--- src/rtl/systolic_job_arbiter.sv ---
// systolic_job_arbiter
//
// Purpose: shares one 4x4 byte-matrix multiply engine between two requesters.
// A round-robin arbiter in IDLE picks a job, latches its operands, pulses the
// engine through reset (LAUNCH), lets it run (RUN), captures its result
// (CAPTURE) and presents the result until the consumer takes it (RESP).
//
// Optional build macro: SYS_ARB_TIMEOUT_EN
//   Defined   : RUN is bounded by TIMEOUT_CYCLES; an overrun goes through TOUT,
//               which returns an all-zero result with rsp_err = 1.
//   Undefined : RUN waits for eng_completed indefinitely; rsp_err is tied 0.
//
// Handshakes: a transfer happens on a rising clk edge where valid and ready
// are both 1. A valid holder keeps its payload stable until that edge; ready
// may depend combinationally on valid (req*_ready does), never the reverse.
//
// Ports
//   clk, st_rst              clock, asynchronous active-high reset
//   req{0,1}_valid/_ready    job offer / acceptance per requester
//   req{0,1}_A, req{0,1}_B   4x4 byte operands, row r at [127-32r -: 32]
//   eng_st_rst               engine reset (1 = hold engine idle)
//   eng_A, eng_B             latched operands to the engine
//   eng_C, eng_completed     engine result (16-bit elements) and done flag
//   rsp_valid/_ready         result handshake
//   rsp_id, rsp_C, rsp_err   result owner, result matrix, timeout flag
//   busy                     high whenever the FSM is not in IDLE
//   jobs_done                completed response handshakes (wraps)
//   dbg_state                current FSM state encoding

module systolic_job_arbiter #(
  parameter int TIMEOUT_CYCLES = 64
) (
  input  logic         clk,
  input  logic         st_rst,
  input  logic         req0_valid,
  input  logic         req1_valid,
  output logic         req0_ready,
  output logic         req1_ready,
  input  logic [127:0] req0_A,
  input  logic [127:0] req1_A,
  input  logic [127:0] req0_B,
  input  logic [127:0] req1_B,
  output logic         eng_st_rst,
  output logic [127:0] eng_A,
  output logic [127:0] eng_B,
  input  logic [255:0] eng_C,
  input  logic         eng_completed,
  output logic         rsp_valid,
  input  logic         rsp_ready,
  output logic         rsp_id,
  output logic [255:0] rsp_C,
  output logic         rsp_err,
  output logic         busy,
  output logic [15:0]  jobs_done,
  output logic [2:0]   dbg_state
);

  if (TIMEOUT_CYCLES < 1 || TIMEOUT_CYCLES > 255) begin : g_timeout_range
    $error("systolic_job_arbiter: TIMEOUT_CYCLES must be within 1..255");
  end

`ifdef SYS_ARB_TIMEOUT_EN
  typedef enum logic [2:0] {
    S_IDLE    = 3'd0,
    S_LAUNCH  = 3'd1,
    S_RUN     = 3'd2,
    S_CAPTURE = 3'd3,
    S_RESP    = 3'd4,
    S_TOUT    = 3'd5
  } state_t;
`else
  typedef enum logic [2:0] {
    S_IDLE    = 3'd0,
    S_LAUNCH  = 3'd1,
    S_RUN     = 3'd2,
    S_CAPTURE = 3'd3,
    S_RESP    = 3'd4
  } state_t;
`endif

  state_t state;
  state_t state_nxt;

  // rr_ptr = 0 favours req0 on a tie, 1 favours req1.
  logic rr_ptr;
  logic grant0;
  logic grant1;
  logic accept;

`ifdef SYS_ARB_TIMEOUT_EN
  // run_cnt holds the number of RUN cycles already spent; the cycle in which
  // it equals TOUT_LAST is the last one allowed before the abort.
  localparam logic [7:0] TOUT_LAST = 8'(TIMEOUT_CYCLES - 1);
  logic [7:0] run_cnt;
`endif

  // Arbitration: only in IDLE, exactly one grant, tie broken by rr_ptr.
  always_comb begin
    grant0 = 1'b0;
    grant1 = 1'b0;
    if (state == S_IDLE) begin
      if (req0_valid && (!req1_valid || !rr_ptr)) grant0 = 1'b1;
      else if (req1_valid)                         grant1 = 1'b1;
    end
  end

  assign accept = grant0 | grant1;

  // State register.
  always_ff @(posedge clk or posedge st_rst) begin
    if (st_rst) state <= S_IDLE;
    else        state <= state_nxt;
  end

  // Next-state logic. eng_completed is only looked at in RUN.
  always_comb begin
    state_nxt = state;
    case (state)
      S_IDLE:    if (accept) state_nxt = S_LAUNCH;
      S_LAUNCH:  state_nxt = S_RUN;
      S_RUN: begin
        if (eng_completed) state_nxt = S_CAPTURE;
`ifdef SYS_ARB_TIMEOUT_EN
        else if (run_cnt == TOUT_LAST) state_nxt = S_TOUT;
`endif
      end
      S_CAPTURE: state_nxt = S_RESP;
`ifdef SYS_ARB_TIMEOUT_EN
      S_TOUT:    state_nxt = S_RESP;
`endif
      S_RESP:    if (rsp_ready) state_nxt = S_IDLE;
      default:   state_nxt = S_IDLE;
    endcase
  end

  // Outputs decoded from state. The engine runs only in RUN, so it always
  // sees at least CAPTURE/RESP/IDLE/LAUNCH in reset between two jobs.
  always_comb begin
    eng_st_rst = (state != S_RUN);
    rsp_valid  = (state == S_RESP);
    busy       = (state != S_IDLE);
    req0_ready = grant0;
    req1_ready = grant1;
    dbg_state  = state;
  end

  // Datapath registers.
  always_ff @(posedge clk or posedge st_rst) begin
    if (st_rst) begin
      rr_ptr    <= 1'b0;
      eng_A     <= '0;
      eng_B     <= '0;
      rsp_id    <= 1'b0;
      rsp_C     <= '0;
      jobs_done <= '0;
    end else begin
      if (accept) begin
        eng_A  <= grant1 ? req1_A : req0_A;
        eng_B  <= grant1 ? req1_B : req0_B;
        rsp_id <= grant1;
        // Favour whichever requester did not win this time.
        rr_ptr <= grant0;
      end
      if (state == S_CAPTURE) rsp_C <= eng_C;
`ifdef SYS_ARB_TIMEOUT_EN
      if (state == S_TOUT) rsp_C <= '0;
`endif
      if (state == S_RESP && rsp_ready) jobs_done <= jobs_done + 16'd1;
    end
  end

`ifdef SYS_ARB_TIMEOUT_EN
  always_ff @(posedge clk or posedge st_rst) begin
    if (st_rst) begin
      run_cnt <= '0;
      rsp_err <= 1'b0;
    end else begin
      if (state == S_LAUNCH)   run_cnt <= '0;
      else if (state == S_RUN) run_cnt <= run_cnt + 8'd1;
      if (state == S_CAPTURE)   rsp_err <= 1'b0;
      else if (state == S_TOUT) rsp_err <= 1'b1;
    end
  end
`else
  assign rsp_err = 1'b0;
`endif

endmodule

--- config.mk ---
export PLATFORM = sky130hd
export DESIGN_NAME = systolic_job_arbiter
export DESIGN_NICKNAME = d
export VERILOG_FILES = /design/src/rtl/systolic_job_arbiter.sv
export SDC_FILE = /design/constraint.sdc
export NUM_CORES = 1
export LEC_CHECK = 0
export BUFFER_PORTS_ARGS = -buffer_cell sky130_fd_sc_hd__buf_2
export CAP_MARGIN = 10
export CORE_AREA = 10 10 497 499
export DETAILED_ROUTE_END_ITERATION = 16
export DIE_AREA = 0 0 507 509
export SYNTH_ARGS = -nofsm -noshare
export SYNTH_HDL_FRONTEND = slang
export SYNTH_SLANG_ARGS = --single-unit
--- constraint.sdc ---
create_clock -name clk -period 27.6 [get_ports clk]
set_input_delay 1.38 -clock clk [delete_from_list [all_inputs] [get_ports clk]]
set_output_delay 1.38 -clock clk [all_outputs]
set_load 0.05 [all_outputs]
==> reports/qor.csv <==
metric;value;unit
outcome;finished, final reports clean;
Primary FF master, synth;dfrtp_1;
antenna-violating nets left;0;
Clock Root Buffer;clkbuf_16;
R2R depth;9;
fill count;26950;
Top cell by count, worst path;buf_4;
Die ar.;0.2581;sq mm
CTS Hold Bufs;0;
Die W;507;um
CP Data Required Time;28.26;ns
synthesized area;0.02119;sq mm
Leak;14.74;nW
wire per inst;30.31;um
top-area cell type share of the netlist area;0.6294;
crit path DAT;5.12;ns
crit end category;async pin;
initial antenna violation count;233;
count of final max-slew check failures;0;
setup TNS;0;ns
htree depth;3;
Final Hold Fails;0;
Area Growth Syn to Fin;59.15;%
post-layout min period;4.460;ns
synth unique cells;32;
final net count;3820;
PortBufs;1310;
global-route wire length before repair;238500;um
yosys warns;0;
routed wire length;191600;um
max cap viols;0;
pre-CTS WS;22.20;ns
total global-route track usage;0.1405;
Final period util;0.1616;
Max Freq;0.2242;GHz
first-pass iteration count of the detailed router;5;
syn avg cell area;11.91;sq um
Starting Density;0.08944;
number of gates resized after CTS;0;
GPL Wtd Cong;0.9555;
Core ar.;0.2370;sq mm
dpl hpwl;168400;um
Die H;509;um
clk slew on worst S/H paths;0.06;ns
vias in the first global route;22140;
min-delay worst type;reg2reg;
post-CTS setup buffer count;0;
kind of critical path;in2async;
Worst Max-Slew Pin Slew;1.137;ns
CP max-delay cell;buf_4;
Ports;1312;
routed vias/inst;3.440;
CTS Buf Count;68;
DRC;0;
worst-path fanout max;101;
final count of negative-setup-slack endpoints;0;
TritonCTS clock tree;done;
sequential element share of the synthesized area;0.6294;
vias;21740;
Synth area leader;dfrtp_1;
Max transition margin;0.2422;
Clk Latency, worst-skew pair;0.70;ns
Max Clock Skew;0.03840;ns
Synth Net Count;2554;
Worst VDD drop;0.0001411;V
Post-synth EDFFs;0;
register bit total from synthesis;533;
largest cells by area after synthesis;dfrtp_1 (63%), mux2_2 (14%), o22ai_1 (7.6%);
Post-Synthesis Cells;1779;
RSZ-0062 raised after global routing;no;
worst setup margin;23.14;ns
global route overflow;0;
asr flop ratio synth;1.000;
CP startpoint kind;primary input;
1st-iter DRT viols;1674;
pwr dens;162.4;mW/mm^2
Clock Sinks;533;
CP Cell Sequence;buf_2 -> inv_8 -> buf_4 -> buf_4 -> buf_4 -> buf_4;
share of layout cells above drive strength 1;0.5533;
largest net degree at the start of global routing;123;
hold path depth;1;
Clock Path Buffers;3;
CP max stage delay;0.87;ns
commonest cells after routing, fill and taps aside;buf_2 (1310), dfrtp_1 (533), nor2_1 (266);
# rows;179;
most common cell after layout, fill and taps aside;buf_2;
## routing by layer
metal	wire, um	track usage	up-vias
li1	-	-	8993
met1	66920	0.1478	10440
met2	85930	0.2266	1681
met3	28090	0.08473	531
met4	10000	0.05901	94
met5	645	0	-
## worst paths after layout
path / start / end / slack [ns]
worst max-delay path: st_rst / eng_A[61] / 23.14
worst min-delay path: jobs_done[15] / jobs_done[15] / 0.48
worst max register to register: dbg_state[0] / eng_B[39] / 23.46
worst min register to register: jobs_done[15] / jobs_done[15] / 0.48
max in group clk: dbg_state[0] / eng_B[39] / 23.46
min in group asynchronous: st_rst / rsp_C[155] / 0.78
## synth_stat cells, types with 2 or more instances
library cell	n
dfrtp_1	533
nor2_1	266
a21oi_1	258
mux2_2	256
o22ai_1	256
clkbuf_1	75
buf_2	47
nand2_1	15
buf_4	13
xnor2_1	10
buf_1	9
nand3_1	6
xor2_1	6
inv_1	4
nor3_1	3
o21ai_0	3
nand4_1	2
nor3_2	2
or3_1	2
## worst max-delay path, delay by kind of cell
kind | cells | cell delay (ns)
buffers and inverters | 6 | 3.47
## flip-flops by register name, summed over array words and instances (netlist names)
signal / cells
dbg_state: 3
eng_A: 128
eng_B: 128
jobs_done: 16
rr_ptr: 1
rsp_C: 256
rsp_id: 1
## stage by stage
stage	total power, W	instance area, sq um	hold WS, ns	std cells	util
after detailed placement	0.004593	31330	0.4731	6142	0.1322
final	0.005476	33730	0.4809	6320	0.1423
after CTS	0.005557	33580	0.4850	6261	0.1417
after global routing	0.005724	33650	0.5158	6289	0.1420
after global placement	0.004560	31330	0.4679	6142	0.1322
after floorplan	0.003382	21190	0.4804	1779	-
## cell families after synthesis
kind of cell,Yosys count,synth area share
DFF,533,0.6294
AOI/OAI and AO/OA,519,0.1377
and+or+nand+nor,304,0.05804
muxes,256,0.1360
buffers and inverters,149,0.03147
xor gates and xnor gates,16,0.006612
adders and majority gates,1,0.0005903
other,1,0.0001769
## final cells by class
class | count | area (sq um) | area share
clock buffer | 85 | 1805 | 0.05353
antenna | 59 | 147.6 | 0.004377
tap | 3167 | 3963 | 0.1175
sequential | 533 | 13340 | 0.3954
multi-input combinational | 1097 | 7212 | 0.2138
inverter | 5 | 26.28 | 0.0007790
clock inverter | 34 | 442.9 | 0.01313
timing repair buffer | 1340 | 6794 | 0.2014
## report_power, final
group | switching [W] | internal [W] | leakage [nW]
Clock | 0.000408 | 0.000521 | 1.10
Combinational | 0.00250 | 0.000657 | 7.61
Sequential | 0.000224 | 0.00117 | 6.03
Total | 0.00313 | 0.00235 | 14.7
Note: power is estimated with default switching activity, not from simulation.
